==> src/rtl/reg_writeback.sv <==
// Purpose : final writeback stage. Buffers memory-stage results in a 2-entry FIFO, drives the register file write port and keeps a busy scoreboard.
// Latency : result pushed at edge N drives rf_write_en in cycle N+1 when the FIFO was empty; it commits on the first later edge with rf_ready=1.
// Backpr. : in_ready drops only while both entries are held (from registered count); the head stays stable while rf_ready is low.
//
// Ports:
//   clk, reset (async, active-high)
//   in_*      : result from memory stage (valid/ready handshake)
//   rf_*      : register file write port (rf_ready acts as the write grant)
//   issue_*   : destination register of an issuing instruction -> sets busy
//   busy      : per-register pending-write scoreboard (bit 0 is always 0)
//   fwd_*     : writeback forwarding path, live only when WB_FORWARD_EN is defined
//
// Build option: define WB_FORWARD_EN to mirror the head write onto fwd_*; otherwise fwd_* are 0.

module reg_writeback #(
    parameter int XLEN = 64,
    parameter int NREG = 32
) (
    input  logic            clk,
    input  logic            reset,
    input  logic            in_valid,
    output logic            in_ready,
    input  logic [4:0]      in_rd,
    input  logic            in_reg_write,
    input  logic            in_mem_to_reg,
    input  logic [2:0]      in_funct3,
    input  logic [XLEN-1:0] in_alu_result,
    input  logic [XLEN-1:0] in_load_data,
    input  logic            rf_ready,
    output logic            rf_write_en,
    output logic [4:0]      rf_rd,
    output logic [XLEN-1:0] rf_write_data,
    input  logic            issue_valid,
    input  logic [4:0]      issue_rd,
    output logic [NREG-1:0] busy,
    output logic            fwd_valid,
    output logic [4:0]      fwd_rd,
    output logic [XLEN-1:0] fwd_data
);

    // FIFO storage, two slots addressed by 1-bit pointers
    logic [4:0]      r_rd   [2];
    logic            r_wr   [2];
    logic [XLEN-1:0] r_data [2];
    logic            r_wptr;
    logic            r_rptr;
    logic [1:0]      r_count;
    logic [NREG-1:0] r_busy;

    logic            w_push;
    logic            w_pop;
    logic            w_head_vld;
    logic            w_commit;
    logic [XLEN-1:0] w_load_ext;
    logic [XLEN-1:0] w_sel_data;
    logic [NREG-1:0] w_busy_set;
    logic [NREG-1:0] w_busy_clr;
    logic [NREG-1:0] w_busy_nxt;

    // Size/sign extension of the aligned load doubleword; 111 behaves as a full load
    always_comb begin
        w_load_ext = in_load_data;
        case (in_funct3)
            3'b000:  w_load_ext = {{(XLEN-8){in_load_data[7]}},   in_load_data[7:0]};
            3'b001:  w_load_ext = {{(XLEN-16){in_load_data[15]}}, in_load_data[15:0]};
            3'b010:  w_load_ext = {{(XLEN-32){in_load_data[31]}}, in_load_data[31:0]};
            3'b100:  w_load_ext = {{(XLEN-8){1'b0}},  in_load_data[7:0]};
            3'b101:  w_load_ext = {{(XLEN-16){1'b0}}, in_load_data[15:0]};
            3'b110:  w_load_ext = {{(XLEN-32){1'b0}}, in_load_data[31:0]};
            default: w_load_ext = in_load_data;
        endcase
    end

    assign w_sel_data = in_mem_to_reg ? w_load_ext : in_alu_result;

    assign in_ready   = (r_count != 2'd2);
    assign w_push     = in_valid && in_ready;
    assign w_head_vld = (r_count != 2'd0);

    // Non-writing entries drain without waiting for the register file
    assign w_pop      = w_head_vld && (!r_wr[r_rptr] || rf_ready);

    assign rf_write_en   = w_head_vld && r_wr[r_rptr];
    assign rf_rd         = w_head_vld ? r_rd[r_rptr]   : 5'd0;
    assign rf_write_data = w_head_vld ? r_data[r_rptr] : '0;
    assign w_commit      = rf_write_en && rf_ready;

    always_ff @(posedge clk or posedge reset) begin
        if (reset) begin
            for (int i = 0; i < 2; i++) begin
                r_rd[i]   <= 5'd0;
                r_wr[i]   <= 1'b0;
                r_data[i] <= '0;
            end
            r_wptr  <= 1'b0;
            r_rptr  <= 1'b0;
            r_count <= 2'd0;
        end else begin
            if (w_push) begin
                r_rd[r_wptr]   <= in_rd;
                r_wr[r_wptr]   <= in_reg_write && (in_rd != 5'd0);
                r_data[r_wptr] <= w_sel_data;
                r_wptr         <= ~r_wptr;
            end
            if (w_pop) begin
                r_rptr <= ~r_rptr;
            end
            case ({w_push, w_pop})
                2'b10:   r_count <= r_count + 2'd1;
                2'b01:   r_count <= r_count - 2'd1;
                default: r_count <= r_count;
            endcase
        end
    end

    // Scoreboard: set is applied after clear so an issue beats a same-cycle commit
    always_comb begin
        w_busy_set = '0;
        w_busy_clr = '0;
        if (issue_valid && (issue_rd != 5'd0)) begin
            w_busy_set[issue_rd] = 1'b1;
        end
        if (w_commit) begin
            w_busy_clr[rf_rd] = 1'b1;
        end
        w_busy_nxt    = (r_busy & ~w_busy_clr) | w_busy_set;
        w_busy_nxt[0] = 1'b0;
    end

    always_ff @(posedge clk or posedge reset) begin
        if (reset) begin
            r_busy <= '0;
        end else begin
            r_busy <= w_busy_nxt;
        end
    end

    assign busy = r_busy;

`ifdef WB_FORWARD_EN
    assign fwd_valid = rf_write_en;
    assign fwd_rd    = rf_rd;
    assign fwd_data  = rf_write_data;
`else
    assign fwd_valid = 1'b0;
    assign fwd_rd    = 5'd0;
    assign fwd_data  = '0;
`endif

endmodule

==> config.mk <==
export PLATFORM = sky130hd
export DESIGN_NAME = reg_writeback
export DESIGN_NICKNAME = d
export VERILOG_FILES = /design/src/rtl/reg_writeback.sv
export SDC_FILE = /design/constraint.sdc
export NUM_CORES = 1
export LEC_CHECK = 0
export CELL_PAD_IN_SITES_DETAIL_PLACEMENT = 1
export CELL_PAD_IN_SITES_GLOBAL_PLACEMENT = 1
export CORE_UTILIZATION = 31
export CTS_CLUSTER_DIAMETER = 50
export DETAILED_ROUTE_END_ITERATION = 12
export PLACE_DENSITY = 0.85
export SETUP_SLACK_MARGIN = 0.02
export SYNTH_ARGS = -nofsm -noshare
export SYNTH_HDL_FRONTEND = slang
export SYNTH_SLANG_ARGS = --single-unit
==> constraint.sdc <==
create_clock -name clk -period 5.45 [get_ports clk]
set_input_delay 0.545 -clock clk [delete_from_list [all_inputs] [get_ports clk]]
set_output_delay 0.545 -clock clk [all_outputs]
set_load 0.01 [all_outputs]
==> metrics.md, run 1 <==
| Metric | Value |
|---|---|
| Die area | 31,100 sq um |
| Synthesized cell area | 9430 sq um |
| Distinct cells, synth | 41 |
| Crit end category | output pin |
| Skew-Pair Late Insertion Delay | roughly 420 ps |
| Wirelength per Cell | 18.1 um |
| Core area | 29,800 sq um |
| Sink Count | around 180 |
| Number of synthesized register bits | 175 |
| P&R area growth vs syn | 33.2% |
| Post-CTS Setup Inserts | 0 |
| Initial detailed-routing violation count | 446 |
| Hold slack | 475 ps |
| Crit path DAT | roughly 2900 ps |
| Maximum vdd drop | between 200 and 300 uV |
| Post-synth EDFFs | 0 |
| Largest stage delay on the critical path | 1070 ps |
| CTS tree | done |
| Leakage power | 5.52 nW |
| Area occupied by multi-input gates | 4460 sq um |
| Clock Root Buffer | clkbuf_16 |
| GR peak layer | met2 |
| Min-delay worst type | register to register |
| DR vias | ~8,200 |
| Worst-path clk slew | 80 ps |
| WS Path Type | register to output pin |
| Number of global-route vias before repair | ~8,400 |
| # nets final | 1,385 |
| Detailed Place HPWL | 21.1 mm |
| Syn Inst Count | 1,034 |
| Fin. Hold Viols | 0 |
| Critical Path RT | 4910 ps |
| Period utilization | 0.628 |
| Top FF cell, synth | dfrtp_1 |
| GR Util met1 | 0.249 |
| CP Max Fanout | 57 |
| First-pass GRT wire length | ~46 mm |
| Drt via density | 5.00 |
| Die Width | 176 um |
| GRT Util Overall | 0.191 |
| Remaining global-route overflow | 0 |
| Htree depth | 4 |
| Post-DRT Antenna Nets | 0 |
| PD cells | roughly 570 nW/um^2 |
| Cell Chain, Critical Path | buf_4 > mux2i_1 > nor2_1 > clkdlybuf4s50_1 |
| Largest net degree at the start of global routing | 98 |
| Num CTS Buffers | 17 |
| Storage element area | about 4400 sq um |
| Slew @ Worst Pin | 984 ps |
| Initial DRT Pass Iterations | 4 |
| Hold buffers post-CTS | 0 |
| Clk buf depth | 2 |
| Final TNS setup | 0 ps |
| Setup crit start kind | register |
| DRC viols | 0 |
| Max cap viols | 0 |
| Cts repair resizes | 0 |
| Starting Density | 0.316 |
| Initial antenna violation count | 2 |
| Y dimension of the die | 176 um |
| Layout fillers | 3,415 |
| Max Slew Vio Count | 0 |
| Status | finished, final reports clean |
| Layout cells sized above 1 | 0.0665 |
| Sequential area share after synthesis | 0.465 |
| Mean Syn Cell Area | about 9.1 sq um |
| RePlAce Congestion | 0.796 |
| I/O pin count | 321 |
| WL final | slightly below 30 mm |
| Port Buffers | 249 |
| Row cnt | 63 |
| Routing usage on met2 | 0.323 |
| Slowest CP cell | dfrtp_4 |
| GR Util met3 | 0.0310 |
| Yosys warning count | 0 |
| Asr flop ratio synth | 1.00 |
| Max_slew headroom | 0.344 |
| Setup violations, final | 0 |
| Peak Freq | 292 MHz |
| Fin crit period | 3430 ps |
| RSZ-0062 raised after global routing | false |
| Max Clock Skew | 14.1 ps |
stage by stage:
stage	cells	total power, mW	utilization	setup slack [ps]	cell area (sq um)
2_1_floorplan	1104	4.24	-	160	9690
3_5_place_dp	1607	5.83	0.400	2440	11900
4_1_cts	1639	7.19	0.421	1960	12500
6_report	1640	7.10	0.421	2020	12600
3_3_place_gp	1607	5.69	0.400	2490	11900
5_1_grt	1639	7.58	0.421	1850	12500
layout by cell type (no fill, tap or decap), drive strengths merged, types with 2 or more instances in the layout:
cell type and count:
a21oi 55, bufinv 2, nor2 129, nand3b 2, nor2b 4, nand2b 3
xor2 2, o2111ai 4, mux2 31, o31ai 95, mux2i 80, inv 10
o21ai 82, nand2 158, dfrtp 175, nand3 37, clkbuf 17, xnor2 2
and3b 3, clkinv 6, or4 5, o22a 2, clkdlybuf4s50 246, nor3b 3
or2 3, conb 71, nand4 4, buf 12
cells by family (layout without fill, tap and decap cells):
group                    Yosys count  after routing  share of synthesized area
AO/OA/AOI/OAI                    240            240                      0.157
XOR/XNOR                           4              4                    0.00372
adder cells (fa/ha/maj)            1              1                    0.00133
buffers and inverters            148            293                     0.0932
flip-flops                       175            175                      0.465
multiplexers                     111            111                      0.123
other                              1             72                   0.000398
AND/OR/NAND/NOR                  354            354                      0.157
critical path: cells and delay by family (launching register included):
kind / cells / cell delay, ps
flops: 1 / 1070
buf+inv: 2 / 1020
mux: 1 / 270
simple gates: 1 / 60
final timing paths:
| path | start | endpoint | slack, ps | cells past startpoint |
|---|---|---|---|---|
| worst max-delay path | r_rptr | rf_write_data[19] | 2020 | 4 |
| worst min-delay path | r_data[123] | r_data[123] | 480 | 2 |
| worst max register to register | r_count[0] | r_data[15] | 2800 | 4 |
| worst min register to register | r_data[123] | r_data[123] | 480 | 2 |
| max in group asynchronous | reset | r_rptr | 3860 | 3 |
| min in group asynchronous | reset | r_data[117] | 600 | 2 |
Yosys cell counts, types with 2 or more instances:
cell type	instances	area [sq um]
or4_1	2	15.0
o2111ai_1	4	35.0
buf_2	24	120
nand4_1	4	25.0
o22a_1	2	17.5
inv_1	3	11.3
mux2_4	2	30.0
o21ai_1	10	50.1
mux2_1	2	22.5
xor2_1	2	17.5
nand2_1	158	593
or4_4	3	33.8
dfrtp_1	175	4380
o31ai_1	94	706
nor3b_1	3	22.5
o21ai_0	72	360
a21oi_1	55	275
clkbuf_1	32	120
nand3_1	37	185
mux2i_1	80	801
xnor2_1	2	17.5
nand3b_1	2	15.0
nor2b_1	4	25.0
mux2_2	27	304
nand2b_1	3	18.8
buf_1	12	45.0
nor2_1	129	484
buf_4	76	571
and3b_1	3	26.3
registers in the layout (all words and copies together) (netlist names):
register,flops
r_rptr,1
r_rd,10
r_wptr,1
r_count,2
r_data,128
r_wr,2
busy,31
power breakdown:
group          leakage, nW  total [mW]  internal, mW  switching [mW]
registers             2.13        2.44          1.93           0.514
logic                 3.08        3.34          1.71            1.63
clock network        0.311        1.32         0.711           0.604
total                 5.52        7.10          4.35            2.75
area by class of cell:
| type | instances | area share |
|---|---|---|
| multi-input combinational | 781 | 0.356 |
| sequential | 175 | 0.349 |
| timing repair buffer | 258 | 0.204 |
| tap | 390 | 0.0389 |
| clock buffer | 17 | 0.0339 |
| clock inverter | 15 | 0.0170 |
| inverter | 3 | 0.00130 |
| antenna | 1 | 0.000199 |
layer usage:
layer,vias up,part of all wire
met2,229,0.49
met3,39,0.042
met4,2,0.023
li1,3861,-
met5,-,0.00044
met1,4067,0.44
(Power assumes the default switching activity.)
==> run 2: changes to the inputs <==
clock period = 2.85 ns   (was 5.45 ns; I/O delays follow)
==> run 2 against run 1 <==
- setup slack lost 1700 ps
- cell area grew 1.1%
- combinational power up 100%
- register-to-register slack got worse by 2100 ps
- core utilization up 0.47 points
- clock power is 88% higher
- critical endpoint is now rf_write_data[31]
- largest cell class unchanged
- highest routed layer unchanged
==> metrics.md, run 2 (synthesis results as in run 1) <==
| Metric | Value |
|---|---|
| Status | finished, final reports clean |
| Crit path buf inv count | 2 |
| Starting Density | 0.316 |
| Cell Chain, Critical Path | buf_12 > mux2i_1 > nor2_1 > clkdlybuf4s50_1 |
| Storage element area | 4380 sq um |
| Setup violations, final | 0 |
| Port Buffers | 249 |
| Die Width | ~180 um |
| Max_slew headroom | 0.467 |
| First-pass GRT wire length | ~47 mm |
| Layout cells sized above 1 | 0.0761 |
| Max cap viols | 0 |
| DR vias | approximately 8,000 |
| Sw Ratio | 0.383 |
| Sink Count | about 180 |
| Number of global-route vias before repair | 8,705 |
| Core area | 29,800 sq um |
| Initial antenna violation count | 4 |
| Maximum vdd drop | ~410 uV |
| Row cnt | 63 |
| Crit end category | output pin |
| Clk buf depth | 2 |
| Htree depth | 4 |
| Layout fillers | 3,393 |
| Period utilization | 0.898 |
| Peak Freq | ~390 MHz |
| # nets final | around 1,400 |
| DRC viols | 0 |
| FF-to-FF Start | r_rptr |
| Post-DRT Antenna Nets | 0 |
| Largest stage delay on the critical path | 580 ps |
| Drt via density | approximately 5.0 |
| I/O pin count | roughly 320 |
| Hold buffers post-CTS | 0 |
| Max Clock Skew | between 10 and 15 ps |
| Clock Root Buffer | clkbuf_16 |
| WL final | 29.7 mm |
| Initial DRT Pass Iterations | 5 |
| Initial detailed-routing violation count | 373 |
| Dpl ws | 703 ps |
| PnR worst setup slack | a little under 300 ps |
| Clock Power Share | 0.182 |
| Area occupied by multi-input gates | 4460 sq um |
| PD cells | 1080 nW/um^2 |
| Slowest CP cell | dfrtp_4 |
| Largest net degree at the start of global routing | 120 |
| RePlAce Congestion | 0.831 |
| Crit path DAT | roughly 2300 ps |
| Fin. Hold Viols | 0 |
| WS Path Type | register to output pin |
| Setup crit start kind | register |
| Remaining global-route overflow | 0 |
| Critical Path RT | 2570 ps |
| Total net switching power | about 5.2 mW |
| RSZ-0062 raised after global routing | false |
| CP Depth | 4 |
| Leading cell type in the layout, fill and taps excluded | clkdlybuf4s50_1 |
| CTS tree | done |
| Wirelength per Cell | 18.0 um |
| Biggest register | r_data |
| CP top delay family | buffers and inverters |
| Final TNS setup | 0 ps |
| Internal power | 8.42 mW |
| Y dimension of the die | roughly 180 um |
| Slew @ Worst Pin | 799 ps |
| Skew-Pair Late Insertion Delay | between 400 and 500 ps |
| Worst r2r path cells | 5 |
| Fin crit period | roughly 2600 ps |
| Cts repair resizes | 0 |
| Post-CTS Setup Inserts | 0 |
| Worst-path clk slew | 80 ps |
| R2R Setup Slk | 700 ps |
| Start point of the critical path | r_rptr |
| Worst setup path end | rf_write_data[31] |
| Leakage power | roughly 5.6 nW |
| GRT Util Overall | 0.193 |
| Min-delay worst type | input pin to async pin |
| Die area | 31,100 sq um |
| Crit Reg-Reg Endpoint | busy[26] |
| Max Slew Vio Count | 0 |
| Max reg flops | 128 |
| Combinational share of power | 0.493 |
| P&R area growth vs syn | 34.6% |
| Most frequent cells in the layout | 246 x clkdlybuf4s50_1, 174 x dfrtp_1, 158 x nand2_1 |
| CP Max Fanout | 44 |
| Num CTS Buffers | 17 |
| Detailed Place HPWL | roughly 21 mm |
| Seq pwr share | 0.325 |
## run 2: routing by layer
layer  vias to the layer above  GRT usage  part of all wire
li1                       3892          -                 -
met4                         4     0.0697             0.022
met2                       237      0.320              0.48
met3                        37     0.0321             0.045
met5                         -          0           0.00077
met1                      4038      0.254              0.45
## run 2: area by class of cell
type                    count  share of cell area
clock inverters            15              0.0152
diodes                      2            0.000394
repair buffers            271               0.214
inverters                   3             0.00118
well taps                 390              0.0384
multi-input cells         781               0.352
clock buffers              17              0.0335
flip-flops and latches    175               0.345
## run 2: worst register-to-register path, stage by stage, from the launching register on
cell and delay, ps:
dfrtp_4 580, buf_4 260, mux2_4 340, or4_4 560, o21ai_1 160, o21ai_0 120
## run 2: through the flow
| stage | std cells | util | hold WS, ps | total power [mW] | instance area, sq um |
|---|---|---|---|---|---|
| finish | 1654 | 0.426 | 316 | 13.6 | 12700 |
| global route | 1654 | 0.426 | 343 | 14.6 | 12700 |
| CTS | 1652 | 0.426 | 325 | 13.8 | 12700 |
| detailed placement | 1620 | 0.405 | 465 | 11.3 | 12100 |
| floorplan | 1104 | - | 436 | 8.10 | 9690 |
| global placement | 1620 | 0.405 | 458 | 11.0 | 12100 |
## run 2: power groups by stage
stage | Sequential (mW) | Clock (mW) | Combinational [mW]
2_1_floorplan | 4.32 | 0 | 3.78
3_3_place_gp | 4.42 | 0 | 6.63
6_report | 4.43 | 2.48 | 6.73
4_1_cts | 4.45 | 2.54 | 6.83
3_5_place_dp | 4.49 | 0 | 6.81
5_1_grt | 4.58 | 2.63 | 7.39
## run 2: how the worst min path moves through the flow
| stage | startpoint | slack [ps] | cells past startpoint | endpoint |
|---|---|---|---|---|
| global placement | r_data[87] | 460 | 2 | r_data[87] |
| CTS | reset | 320 | 3 | r_data[53] |
| finish | reset | 320 | 3 | r_data[53] |
| detailed placement | r_data[87] | 460 | 2 | r_data[87] |
| global route | reset | 340 | 3 | r_data[55] |
| floorplan | in_rd[4] | 440 | 1 | r_rd[4] |
==> run 3: changes to the inputs <==
CORE_MARGIN = 2   (was unset)
==> run 3 against run 2 <==
- routed wire length increased by 2.7%
- sequential share of layout area barely moved
- non-clock buffer count down 2
- clock skew rose by 5.7 ps
- global-route usage is 0.44 points lower
- via count is 0.39% higher
- fmax is 4.2% lower
- first-iteration DRC count is 1.3% higher
- setup slack worse by 110 ps
- combinational power hardly changed
- worst hold slack worse by 130 ps
- critical path depth decreased by 1
- critical endpoint is now rf_rd[4]
==> metrics.md, run 3 (synthesis results as in run 1) <==
| Metric | Value |
|---|---|
| Largest stage delay on the critical path | 780 ps |
| Layout cells sized above 1 | 0.0746 |
| Slew @ Worst Pin | 887 ps |
| First-pass GRT wire length | approximately 47 mm |
| # nets final | 1,396 |
| Leading cell type in the layout, fill and taps excluded | clkdlybuf4s50_1 |
| GRT Util Overall | 0.189 |
| Detailed Place HPWL | 22.0 mm |
| Die area | ~32,000 sq um |
| Worst-path clk slew | roughly 80 ps |
| Largest net degree at the start of global routing | 82 |
| Wirelength per Cell | 18.5 um |
| Clk buf depth | 2 |
| Hold slack | 185 ps |
| Htree depth | 4 |
| Max_slew headroom | 0.392 |
| Final Non-Filler Cells | 1,653 |
| Y dimension of the die | 178 um |
| Slowest CP cell | mux2i_1 |
| Die Width | 178 um |
| Most frequent cells in the layout | 246 x clkdlybuf4s50_1, 174 x dfrtp_1, 158 x nand2_1 |
| Port Buffers | 249 |
| CP Max Fanout | 19 |
| Dpl ws | 496 ps |
| Final TNS setup | 0 ps |
| Hold buffers post-CTS | 0 |
| Sink Count | 175 |
| Status | finished, final reports clean |
| Min-delay worst type | input pin to async pin |
| Max Slew Vio Count | 0 |
| Crit path DAT | 2390 ps |
| Period utilization | 0.938 |
| Layout Utilization | 0.426 |
| Cell Chain, Critical Path | mux2i_1 > nor2_1 > clkdlybuf4s50_1 |
| Row cnt | 63 |
| PD cells | approximately 1100 nW/um^2 |
| FF-to-FF Start | r_count[0] |
| Initial DRT Pass Iterations | 4 |
| Starting Density | 0.316 |
| RePlAce Congestion | 0.788 |
| WL final | between 30 and 40 mm |
| WS Path Type | register to output pin |
| Biggest register | r_data |
| Pwr Total | 13.6 mW |
| Post-CTS Setup Inserts | 0 |
| Critical Path RT | around 2600 ps |
| Skew-Pair Late Insertion Delay | 430 ps |
| Peak Freq | 374 MHz |
| Placement Cell Area | 12,100 sq um |
| Number of global-route vias before repair | 8,738 |
| R2R Setup Slk | between 600 and 700 ps |
| DRC viols | 0 |
| Cts repair resizes | 0 |
| Remaining global-route overflow | 0 |
| Initial antenna violation count | 5 |
| Fin. Hold Viols | 0 |
| Initial detailed-routing violation count | about 380 |
| Drt via density | around 5 |
| Fin crit period | 2670 ps |
| Num CTS Buffers | 17 |
| RSZ-0062 raised after global routing | false |
| Leakage power | 5.58 nW |
| Layout fillers | roughly 3,400 |
| CTS tree | done |
| Core area | 29,800 sq um |
| Max cap viols | 0 |
| Setup crit start kind | register |
| PnR worst setup slack | 178 ps |
| Max Clock Skew | 18.3 ps |
| Start point of the critical path | r_rptr |
| I/O pin count | 321 |
| DP Cell Count | 1,618 |
| Max reg flops | 128 |
| Crit end category | output pin |
| DR vias | 8,240 |
| Setup violations, final | 0 |
| P&R area growth vs syn | 34.6% |
| Maximum vdd drop | 476 uV |
| Post-DRT Antenna Nets | 0 |
| Clock Root Buffer | clkbuf_16 |
| Post-Layout Inst Area | 12,700 sq um |
run 3: report_power, final:
part           internal (mW)  total [mW]  switching, mW
Combinational           3.35        6.75           3.40
Clock                   1.20        2.40           1.20
Sequential              3.69        4.43          0.737
Total                   8.24        13.6           5.34
run 3: area by class of cell:
cell class	count	area (sq um)	area share
inverter	3	15.0	0.00118
clock buffer	17	425	0.0335
antenna	3	7.51	0.000592
sequential	175	4380	0.345
timing repair buffer	269	2720	0.214
multi-input combinational	781	4460	0.352
clock inverter	15	188	0.0148
tap	390	488	0.0385
run 3: per-layer routing:
| layer | GRT usage | vias to the layer above | part of all wire |
|---|---|---|---|
| li1 | - | 3884 | - |
| met1 | 0.241 | 4098 | 0.44 |
| met2 | 0.326 | 224 | 0.50 |
| met3 | 0.0409 | 30 | 0.049 |
| met4 | 0.0457 | 4 | 0.013 |
| met5 | 0 | - | 0.00092 |
run 3: critical path, delay by kind of cell (launching register included):
family | cells | cell delay, ps
muxes | 1 | 780
and+or+nand+nor | 1 | 90
buffers and inverters | 1 | 510
DFF | 1 | 590
run 3: path summary, 6_finish.rpt:
| check | cells past startpoint | endpoint |
|---|---|---|
| min | 2 | r_data[117] |
| max in group asynchronous | 3 | r_data[4] |
| max reg2reg | 4 | r_data[23] |
| min in group clk | 3 | r_data[119] |
| max | 3 | rf_rd[4] |
| min reg2reg | 2 | r_data[92] |
